[src/rtl/ro_monitor_regulator_mc.sv]
// ro_monitor_regulator_mc
//   Multi-channel ring-oscillator frequency monitor with a closed-loop PWM
//   supply regulator. Each channel counts synchronized RO rising edges over a
//   fixed window of clk_50MHz cycles, latches the count, and debounces a
//   "too slow" fail flag. A PWM output runs at a clamped duty set-point that
//   is trimmed upward while any channel is failing and relaxes back otherwise.
//
// Ports
//   clk_50MHz   system clock (rising edge)
//   rst         asynchronous active-high reset
//   ro_in       [CHANNELS] asynchronous ring-oscillator inputs (< 25 MHz)
//   fro_min     [CHANNELS*CNT_W] per-channel minimum count, ch i at [i*CNT_W +: CNT_W]
//   psi_min     duty bound A
//   psi_max     duty bound B (either order)
//   psi_set     requested duty
//   freq        [CHANNELS*CNT_W] last latched edge count per channel
//   fail        [CHANNELS] debounced per-channel fail
//   fail_any    OR of fail
//   meas_valid  one-cycle pulse: freq/fail just updated
//   psi         registered PWM output

// Per-channel monitor: synchronizer, saturating edge counter, count latch
// and low-window debounce.
module ro_monitor_chan #(
    parameter int CNT_W       = 8,
    parameter int FAIL_CONSEC = 2
) (
    input  logic             clk_50MHz,
    input  logic             rst,
    input  logic             ro,
    input  logic             term,
    input  logic [CNT_W-1:0] min_cnt,
    output logic [CNT_W-1:0] freq,
    output logic             fail,
    output logic             fail_nxt
);
    localparam int LOW_W = $clog2(FAIL_CONSEC + 1);

    logic [2:0]       sync;   // [0],[1] synchronizer, [2] edge-detect history
    logic             ro_rise;
    logic [CNT_W-1:0] cnt, cnt_nxt;
    logic [LOW_W-1:0] low, low_nxt;

    assign ro_rise = sync[1] & ~sync[2];

    // Saturate rather than wrap so an over-fast RO never reads as slow.
    always_comb begin
        cnt_nxt = cnt;
        if (ro_rise && cnt != '1) cnt_nxt = cnt + CNT_W'(1);
    end

    // Debounce uses the count being latched this cycle, edge included.
    always_comb begin
        low_nxt = low;
        if (cnt_nxt < min_cnt) begin
            if (low != LOW_W'(FAIL_CONSEC)) low_nxt = low + LOW_W'(1);
        end else begin
            low_nxt = '0;
        end
    end

    assign fail     = (low == LOW_W'(FAIL_CONSEC));
    assign fail_nxt = (low_nxt == LOW_W'(FAIL_CONSEC));

    always_ff @(posedge clk_50MHz or posedge rst) begin
        if (rst) begin
            sync <= '0;
            cnt  <= '0;
            freq <= '0;
            low  <= '0;
        end else begin
            sync <= {sync[1:0], ro};
            if (term) begin
                freq <= cnt_nxt;
                cnt  <= '0;
                low  <= low_nxt;
            end else begin
                cnt <= cnt_nxt;
            end
        end
    end
endmodule

module ro_monitor_regulator_mc #(
    parameter int CHANNELS    = 4,
    parameter int CNT_W       = 8,
    parameter int WIN_CYCLES  = 256,
    parameter int FAIL_CONSEC = 2,
    parameter int PWM_W       = 8
) (
    input  logic                      clk_50MHz,
    input  logic                      rst,
    input  logic [CHANNELS-1:0]       ro_in,
    input  logic [CHANNELS*CNT_W-1:0] fro_min,
    input  logic [PWM_W-1:0]          psi_min,
    input  logic [PWM_W-1:0]          psi_max,
    input  logic [PWM_W-1:0]          psi_set,
    output logic [CHANNELS*CNT_W-1:0] freq,
    output logic [CHANNELS-1:0]       fail,
    output logic                      fail_any,
    output logic                      meas_valid,
    output logic                      psi
);
    localparam int WIN_W = $clog2(WIN_CYCLES);

    logic [WIN_W-1:0]    win;
    logic                term;
    logic [CHANNELS-1:0] fail_nxt;
    logic [PWM_W-1:0]    trim, lo, hi, target, pwm_cnt, duty_reg;
    logic [PWM_W:0]      sum;

    assign term = (win == WIN_W'(WIN_CYCLES - 1));

    for (genvar i = 0; i < CHANNELS; i++) begin : g_ch
        ro_monitor_chan #(
            .CNT_W      (CNT_W),
            .FAIL_CONSEC(FAIL_CONSEC)
        ) u_ch (
            .clk_50MHz(clk_50MHz),
            .rst      (rst),
            .ro       (ro_in[i]),
            .term     (term),
            .min_cnt  (fro_min[i*CNT_W +: CNT_W]),
            .freq     (freq[i*CNT_W +: CNT_W]),
            .fail     (fail[i]),
            .fail_nxt (fail_nxt[i])
        );
    end

    assign fail_any = |fail;

    // Clamp the trimmed set-point; one extra bit keeps the sum from wrapping.
    always_comb begin
        lo  = (psi_min < psi_max) ? psi_min : psi_max;
        hi  = (psi_min < psi_max) ? psi_max : psi_min;
        sum = {1'b0, psi_set} + {1'b0, trim};
        if (sum < {1'b0, lo})      target = lo;
        else if (sum > {1'b0, hi}) target = hi;
        else                       target = sum[PWM_W-1:0];
    end

    always_ff @(posedge clk_50MHz or posedge rst) begin
        if (rst) begin
            win        <= '0;
            meas_valid <= 1'b0;
            trim       <= '0;
            pwm_cnt    <= '0;
            duty_reg   <= '0;
            psi        <= 1'b0;
        end else begin
            win        <= term ? '0 : win + WIN_W'(1);
            meas_valid <= term;
            // Trim reacts to the fail state being latched this same cycle.
            if (term) begin
                if (|fail_nxt) begin
                    if (trim != '1) trim <= trim + PWM_W'(1);
                end else if (trim != '0) begin
                    trim <= trim - PWM_W'(1);
                end
            end
            pwm_cnt <= pwm_cnt + PWM_W'(1);
            // Duty only changes at the period boundary: no mid-period glitch.
            if (pwm_cnt == '1) duty_reg <= target;
            psi <= (pwm_cnt < duty_reg);
        end
    end
endmodule

[config.mk]
export PLATFORM = sky130hd
export DESIGN_NAME = ro_monitor_regulator_mc
export DESIGN_NICKNAME = d
export VERILOG_FILES = /design/src/rtl/ro_monitor_regulator_mc.sv
export SDC_FILE = /design/constraint.sdc
export NUM_CORES = 1
export LEC_CHECK = 0
export CAP_MARGIN = 30
export CORE_ASPECT_RATIO = 0.75
export CORE_MARGIN = 10
export CORE_UTILIZATION = 45
export CTS_CLUSTER_SIZE = 14
export DETAILED_ROUTE_END_ITERATION = 8
export PLACE_DENSITY = 0.73
export REMOVE_ABC_BUFFERS = 1
export SLEW_MARGIN = 40
export SYNTH_ARGS = -nofsm -noshare
export SYNTH_HDL_FRONTEND = slang
export SYNTH_SLANG_ARGS = --single-unit
[constraint.sdc]
create_clock -name clk_50MHz -period 7.5 [get_ports clk_50MHz]
set_input_delay 1.125 -clock clk_50MHz [delete_from_list [all_inputs] [get_ports clk_50MHz]]
set_output_delay 1.125 -clock clk_50MHz [all_outputs]
set_load 0.01 [all_outputs]
=== Yosys cells after proc, flatten, opt, wreduce, memory -nomap -nowiden ===
Cells that the tools add are included.

* Magnitude comparators: 8
* Shift-type cells: 0
* Reductions and logical operators: 9
* Eq/ne operators: 20
* Muxes and demuxes: 24
* Divide/modulo/power cells: 0
* Bitwise logic cells: 8
* Multipliers: 0
* Add/sub/neg operators: 13

{| class="wikitable"
|+ Operator list
! operator !! count
|-
| $mux W8 || 16
|-
| $add A8 B1 Y8 const B || 7
|-
| $lt A8 B8 Y1 || 6
|-
| $ne A8 B8 Y1 const B || 5
|-
| $eq A2 B2 Y1 const B || 8
|-
| $eq A8 B8 Y1 const B || 2
|-
| $mux W2 || 8
|-
| $add A8 B8 Y9 || 1
|-
| $gt A9 B8 Y1 || 1
|-
| $lt A9 B8 Y1 || 1
|-
| $add A2 B1 Y2 const B || 4
|-
| $ne A2 B2 Y1 const B || 4
|-
| $reduce_bool A8 Y1 || 1
|-
| $reduce_or A4 Y1 || 2
|-
| $sub A8 B1 Y8 const B || 1
|-
| $and A1 B1 Y1 || 4
|-
| $logic_and A1 B1 Y1 || 4
|-
| $not A1 Y1 || 4
|-
| $reduce_and A3 Y1 || 1
|-
| $ne A2 B1 Y1 const B || 1
|-
| $reduce_bool A2 Y1 || 1
|}

* Memories: 0
* Bits in registers: 118
* Bits of input ports: 62
* ROM bits: 0
* Word-level logic and storage cells: 104
* Bits in writable memories: 0
* Latch bits: 0
* Output and inout bits: 39

=== Depth between registers and ports, before layout ===
Gate-level depths: netlist of the first run.

* Word-level depth: 10
* Gate-level depth with buffers: 23
* Depth with buffers taken out: 23

=== Modules after synthesis ===
From an unflattened synthesis of the first run, not the netlist that was laid out.

* Cell total of the unflattened synthesis: 797
* Area, all modules: 7,837.5 um^2

{| class="wikitable"
|+ Modules (own cells, without submodules)
! module !! cells each !! area each (um^2) !! times used
|-
| ro_monitor_chan || 117 || 1,204.9 || 4
|-
| ro_monitor_regulator_mc || 329 || 3,017.9 || 1
|}

=== Worst setup path before layout of the first run ===
OpenSTA, ideal clock, no wires.

* Path type: register -> register
* Start point: reg g_ch[1].u_ch.cnt[0]
* End point: reg trim[7]
* Arrival time: 4,421 ps
* Cell stages (with the launch flop): 23
* Setup slack: 2,947 ps
* Cell sequence: dfrtp_1 -> ha_1 -> and3_4 -> a21oi_4 -> nand4_1 -> nor3_1 -> xnor2_1 -> inv_1 -> ha_1 -> nand4_1 -> nor2_2 -> a211oi_2 -> nand4b_4 -> nand4_4 -> inv_4 -> ha_1 -> a21o_1 -> a21oi_1 -> o21a_1 -> o21ai_1 -> or3b_1 -> and3_1 -> or3_1

* Word-level cells in the longest chain between the ends: 9
* Elaborated cells on any way between the ends: 12
* Classes of those cells: 1 x add/sub; 1 x order compare; 3 x eq/ne; 3 x mux; 4 x reduce/logical

{| class="wikitable"
|+ Ends and longest elaborated chain
! element !! RTL line !! RTL
|-
| from (decl) || 41 || <nowiki>logic [CNT_W-1:0] cnt, cnt_nxt;</nowiki>
|-
| from (signal assigned) || 78 || <nowiki>cnt <= cnt_nxt;</nowiki>
|-
| parallel branches: the longest is 2 deep, another holds $add A8 B1 Y8 || n/a ||
|-
| $mux W8 (*) || 49 || <nowiki>if (ro_rise && cnt != '1) cnt_nxt = cnt + CNT_W'(1);</nowiki>
|-
| named net g_ch[1].u_ch.cnt_nxt[7] || 41 ||
|-
| $lt A8 B8 Y1 (*) || 55 || <nowiki>if (cnt_nxt < min_cnt) begin</nowiki>
|-
| $mux W2 (*) || 55 ||
|-
| $eq A2 B2 Y1 (*) || 63 || <nowiki>assign fail_nxt = (low_nxt == LOW_W'(FAIL_CONSEC));</nowiki>
|-
| $reduce_or A4 Y1 (*) || 155 || <nowiki>if (|fail_nxt) begin</nowiki>
|-
| $ne A2 B1 Y1 (no source line) / $reduce_bool A2 Y1 (equally long branches) || n/a ||
|-
| $reduce_and A3 Y1 (no source line) || n/a ||
|-
| to (signal assigned) || 156 || <nowiki>if (trim != '1) trim <= trim + PWM_W'(1);</nowiki>
|-
| to (signal assigned) || 158 || <nowiki>trim <= trim - PWM_W'(1);</nowiki>
|-
| to (decl) || 109 || <nowiki>logic [PWM_W-1:0] trim, lo, hi, target, pwm_cnt, duty_reg;</nowiki>
|}

Mark *: on every way through the listed nets, which the timed path passes.
A chain may end at the register's enable or synchronous reset.

=== Worst setup path after layout of the first run ===
Ends and elaborated chain as after synthesis.

==> results of run 1 <==
routing by layer:
layer,vias to the layer above,track usage,routed length (um),share of wire
met2,135,0.231,7300,0.42
met4,0,0.0384,171,0.0099
li1,2966,-,-,-
met1,2726,0.221,8700,0.50
met3,21,0.0577,1170,0.067
met5,-,0,0,0
kinds of logic (layout without fill, tap and decap cells):
family	after synthesis	count (layout)	synth area share
buf+inv	113	227	0.0591
xor+xnor	47	47	0.0542
compound gates	167	167	0.151
flops	118	118	0.388
simple gates	239	239	0.168
mux	22	22	0.0344
fa+ha+maj	87	87	0.145
placed cells by master, fill, tap and decap left out, types with 3 or more instances in the layout:
| cell | synthesis | routed |
|---|---|---|
| nand3_1 | 19 | 19 |
| nand2_1 | 69 | 69 |
| or3_1 | 4 | 4 |
| xor2_1 | 20 | 20 |
| and3_1 | 6 | 6 |
| a221o_1 | 3 | 3 |
| o21ai_2 | 3 | 3 |
| and4_4 | 3 | 3 |
| dfrtp_1 | 118 | 118 |
| nor3_1 | 8 | 8 |
| inv_4 | 1 | 3 |
| a21o_1 | 14 | 14 |
| and2_1 | 5 | 5 |
| clkbuf_1 | 13 | 5 |
| nand4_1 | 22 | 22 |
| a21oi_1 | 42 | 42 |
| o211ai_1 | 10 | 10 |
| mux2i_1 | 13 | 13 |
| nor2b_1 | 7 | 7 |
| xnor2_1 | 27 | 27 |
| mux2_4 | 5 | 5 |
| nand3b_1 | 4 | 4 |
| o22ai_1 | 8 | 8 |
| clkinv_2 | 0 | 4 |
| nand2b_1 | 7 | 7 |
| nor2_1 | 63 | 63 |
| ha_1 | 85 | 85 |
| inv_1 | 92 | 91 |
| o21ai_0 | 43 | 43 |
| o21ai_1 | 6 | 6 |
| o21a_1 | 10 | 10 |
| clkdlybuf4s50_1 | 0 | 100 |
| clkbuf_16 | 0 | 17 |
where the power goes:
| part | switching (mW) | total [mW] | internal, mW |
|---|---|---|---|
| sequential | 0.0698 | 0.767 | 0.697 |
| combinational | 0.268 | 0.472 | 0.204 |
| clock | 0.280 | 0.765 | 0.484 |
worst paths after layout:
kind	start	endpoint
setup / recovery	g_ch[1].u_ch.cnt[0]$_DFF_PP0_	trim[7]$_DFFE_PP0P_
hold / removal	g_ch[0].u_ch.sync[0]$_DFF_PP0_	g_ch[0].u_ch.sync[1]$_DFF_PP0_
setup reg to reg	g_ch[1].u_ch.cnt[0]$_DFF_PP0_	trim[7]$_DFFE_PP0P_
hold reg to reg	g_ch[0].u_ch.sync[0]$_DFF_PP0_	g_ch[0].u_ch.sync[1]$_DFF_PP0_
max in group asynchronous	rst	meas_valid$_DFF_PP0_
min in group asynchronous	rst	g_ch[1].u_ch.sync[0]$_DFF_PP0_
worst max-delay path, delay by kind of cell, from the launching register on:
family / cells / cell delay, ns
adder cells (fa/ha/maj): 3 / 0.82
buffers and inverters: 2 / 0.17
flip-flops: 1 / 0.43
AND/OR/NAND/NOR: 10 / 2.08
XOR/XNOR: 1 / 0.20
AO/OA/AOI/OAI: 6 / 1.18
metrics by stage:
step           hold WS (ns)  cell area [um2]  worst slack, ns   util  total power, mW
4_1_cts               0.335             9360             2.47  0.561             2.02
3_5_place_dp          0.335             8810             2.19  0.528             1.24
5_1_grt               0.343             9360             2.10  0.561             2.14
2_1_floorplan         0.331             7510             2.95      -             1.10
6_report              0.333             9360             2.49  0.561             2.00
3_3_place_gp          0.334             8800             2.27  0.528             1.23
final cells by class:
type	count	area, um2
clock inverters	9	105
clock buffers	22	444
flip-flops and latches	118	2950
inverters	94	360
multi-input cells	562	4210
repair buffers	102	1020
well taps	215	269
fillers	1472	7310
==> flow_metrics.tcl, run 1 <==
set metrics [dict create \
    syn_avg_cell_area_um2 9.59 \
    finalNonFillerCells 1122 \
    drc 0 \
    yosysTopAreaCellShare 0.388 \
    hold_depth 0 \
    globalplace.congestion 0.933 \
    setup_tns_ns 0 \
    maxSlewHeadroom 0.463 \
    drt-pass1-iter-count 4 \
    hold_path_class "reg2reg" \
    end_kind "flop" \
    die_y_um 133 \
    worstMarginPinSlew_ns 0.804 \
    ys_types 77 \
    ir_drop_mv 0.145 \
    cp_slowest_stage_delay_ns 0.43 \
    grt_pass1_vias 5895 \
    dp.cells 1091 \
    antenna_cells 0 \
    area.growth.synth_to_final_pct 23.1 \
    grt_pass1_wl_mm 29.5 \
    cp_common_cell "ha_1" \
    yosysWarningCount 0 \
    finalSetupViolCount 0 \
    rsz0062_at_grt "false" \
    cts.sinks 118 \
    ys_seq_elements 118 \
    dieArea_um2 22500 \
    synth-edff-count 0 \
    clockBufferDepth 2 \
    finalCritPeriodShare 0.668 \
    dpl.hpwl_mm 13.3 \
    core_um2 16700 \
    rrSetupSlack_ns 2.49 \
    reg.largest.list "g_ch.u_ch.cnt: 32 flops, g_ch.u_ch.freq: 32 flops, g_ch.u_ch.sync: 12 flops" \
    timing.fmax_mhz 199 \
    hold_buffers 0 \
    ys_top_cells_by_count "dfrtp_1 (118), inv_1 (92), ha_1 (85)" \
    synth_top_cell_by_area "dfrtp_1" \
    cts_inserted_buffers 17 \
    avgViaCountPerCell 5.21 \
    track_usage 0.160 \
    cap_violations 0 \
    postCtsSetupBuffers 0 \
    die_x_um 170 \
    crit_fanout 8 \
    num_rows 41 \
    wl_per_cell_um 15.5 \
    insertion_delay_ns 0.42 \
    crit_path_start_kind "flop" \
    io_buffers 100 \
    drive_gt1_frac 0.0827 \
    clock_skew_ns 0.0120 \
    grt_max_degree 78 \
    synth_flop_cell "dfrtp_1" \
    drt-initial-drc-count 369 \
    initial_core_util 0.456 \
    crit_type "reg2reg" \
    synth_area_leaders "dfrtp_1 (39%), ha_1 (14%), inv_1 (4.5%), nand2_1 (3.4%), nor2_1 (3.1%)" \
    htree_levels 4 \
    status "finished clean" \
    netlist_instances 793 \
    hold_viol 0 \
    netlist_area_um2 7600 \
    ioPinCount 101 \
    ys_seq_area_frac 0.388 \
    cts_tree "built" \
    drt-total-wl_mm 17.3 \
    drtAntennaViolNets 0 \
    crit_required_ns 7.79 \
    post_cts_resized 0 \
    synth_most_common_cell "dfrtp_1" \
    clockRootBuffer "clkbuf_16" \
    overflow 0 \
    slew_viol_final 0 \
    p_per_area_nw_per_um2 214 \
    period_needed_ns 5.01 \
    antenna_found_initial 0 \
    clk_pin_slew_worst_paths_ns 0.06 \
    fin_nets 1044 \
    crit_chain "ha_1 > and3_4 > a21oi_4 > nand4_1 > nor3_1 > xnor2_1 > inv_1 > ha_1 > nand4_1 > nor2_2 > a211oi_2 > nand4b_4 > nand4_4 > inv_4 > ha_1 > a21o_1 > a21oi_1 > o21a_1 > o21ai_1 > or3b_1 > and3_1 > or3_1" \
    num_vias 5848 \
    r2r_cells 22 \
    arrival_ns 5.30 \
    critPathSlowestCell "dfrtp_1" \
    async_reset_ff_frac 1.00 \
    p_leak_nw 4.61 \
]
(Power assumes the default switching activity.)
==> inputs of run 2 (changes only) <==
- clock period: 7.5 -> 4.65 ns (I/O delays scaled with it)
==> run 2 against run 1 <==
Against the previous run: sequential power up 62%; first-iteration DRC count fell by 6.0%; critical path type unchanged; highest routed layer unchanged; register-to-register slack worse by 2.4 ns; count of clock-buffer cells in the layout down 3; hold slack improved by 0.013 ns; sequential share of layout area decreased by 2.0 points.
==> flow_metrics.tcl, run 2 (synthesis gave the netlist of run 1 again) <==
set metrics [dict create \
    cts.sinks 118 \
    dieArea_um2 22500 \
    ioPinCount 101 \
    final_cell_mix "dfrtp_1 (117), clkdlybuf4s50_1 (100), inv_1 (90)" \
    crit_path_start_kind "flop" \
    initial_core_util 0.456 \
    clockBufferDepth 2 \
    p_leak_nw 4.87 \
    period_needed_ns 4.52 \
    overflow 0 \
    grt_pass1_wl_mm 30.4 \
    fin_nets 1091 \
    p_per_area_nw_per_um2 351 \
    drive_gt1_frac 0.182 \
    core_um2 16700 \
    timing.fmax_mhz 221 \
    cts_tree "built" \
    finalSetupViolCount 0 \
    arrival_ns 4.81 \
    ir_drop_mv 0.209 \
    worstMarginPinSlew_ns 0.688 \
    num_vias 6047 \
    drt-initial-drc-count 347 \
    die_x_um 170 \
    io_buffers 100 \
    grt_max_degree 68 \
    drc 0 \
    clockRootBuffer "clkbuf_16" \
    track_usage 0.163 \
    drt-total-wl_mm 18.5 \
    cts_inserted_buffers 17 \
    crit_required_ns 4.94 \
    final_area_um2 10000 \
    rsz0062_at_grt "true" \
    wl_per_cell_um 15.9 \
    hold_viol 0 \
    maxSlewHeadroom 0.541 \
    grt_pass1_vias 6097 \
    drt-pass1-iter-count 5 \
    layout_commonest_cell "dfrtp_1" \
    die_y_um 133 \
    status "finished clean" \
    clock_skew_ns 0.00695 \
    clk_pin_slew_worst_paths_ns 0.05 \
    area.growth.synth_to_final_pct 31.7 \
    cap_violations 0 \
    end_kind "flop" \
    hold_path_class "reg2reg" \
    dpl.hpwl_mm 13.5 \
    htree_levels 4 \
    fin_util 0.601 \
    antenna_found_initial 0 \
    finalCritPeriodShare 0.972 \
    avgViaCountPerCell 5.18 \
    insertion_delay_ns 0.41 \
    globalplace.congestion 0.882 \
    holdWs_ns 0.346 \
    crit_type "reg2reg" \
    num_rows 41 \
    drtAntennaViolNets 0 \
    slew_viol_final 0 \
    antenna_cells 0 \
    dpl_cell_area_um2 8980 \
    reg.largest.list "g_ch.u_ch.cnt: 32 flops, g_ch.u_ch.freq: 32 flops, g_ch.u_ch.sync: 12 flops" \
    finalPower_mw 3.52 \
    crit_fanout 7 \
]
run 2: final cells by class:
cell class,instances,area (um2)
clock buffer,19,443
inverter,94,360
timing repair buffer,149,1380
sequential,118,2950
clock inverter,10,131
tap,215,269
multi-input combinational,562,4470
fill,1403,6660
run 2: what timing repair did:
item | in CTS | in global routing
buffers inserted | 0 | 25
resized for setup | 9 | 47
hold endpoints to repair | 0 | 0
hold buffers | 0 | 0
pin swaps | 5 | 39
endpoints found under the setup margin | 1 | 3
run 2: report_power, final:
part           switching [mW]  internal, mW  total, mW
clock                   0.446         0.842       1.29
combinational           0.505         0.479      0.984
sequential              0.120          1.12       1.24
run 2: path summary, 6_finish.rpt:
| check | startpoint | endpoint | slack [ns] | depth (start not counted) |
|---|---|---|---|---|
| hold reg to reg | g_ch[2].u_ch.sync[0]$_DFF_PP0_ | g_ch[2].u_ch.sync[1]$_DFF_PP0_ | 0.35 | 0 |
| setup reg to reg | g_ch[1].u_ch.cnt[1]$_DFF_PP0_ | trim[7]$_DFFE_PP0P_ | 0.13 | 21 |
| setup / recovery | g_ch[1].u_ch.cnt[1]$_DFF_PP0_ | trim[7]$_DFFE_PP0P_ | 0.13 | 21 |
| max in group asynchronous | rst | g_ch[2].u_ch.cnt[0]$_DFF_PP0_ | 3.11 | 3 |
| min in group asynchronous | rst | trim[4]$_DFFE_PP0P_ | 0.75 | 2 |
| hold / removal | g_ch[2].u_ch.sync[0]$_DFF_PP0_ | g_ch[2].u_ch.sync[1]$_DFF_PP0_ | 0.35 | 0 |
run 2: worst max-delay path, stage by stage, from the launching register on:
cell	delay, ns
dfrtp_1	0.38
ha_2	0.20
and3_4	0.19
a21oi_4	0.15
nand4_1	0.22
nor3_2	0.26
xnor2_1	0.18
inv_1	0.11
ha_4	0.26
nand4_1	0.11
nor2_2	0.07
a211oi_4	0.30
nand4b_4	0.14
nand4_4	0.12
clkinv_4	0.11
ha_1	0.36
a21oi_2	0.08
o21a_1	0.21
o21ai_1	0.11
or3b_1	0.37
and3_1	0.17
or3_1	0.29
run 2: through the flow:
step	TNS [ns]	setup slack, ns	cells
floorplan	0	0.0972	774
global placement	0	0.0153	1113
detailed placement	-0.0767	-0.0767	1113
CTS	0	0.00278	1142
global route	-0.156	-0.144	1167
finish	0	0.129	1167
run 2: metal layers:
metal	vias up	GRT usage	share of wire
met5	-	0	0
met4	0	0.0481	0.011
met3	14	0.0440	0.055
met2	132	0.249	0.45
met1	2848	0.221	0.49
li1	3053	-	-
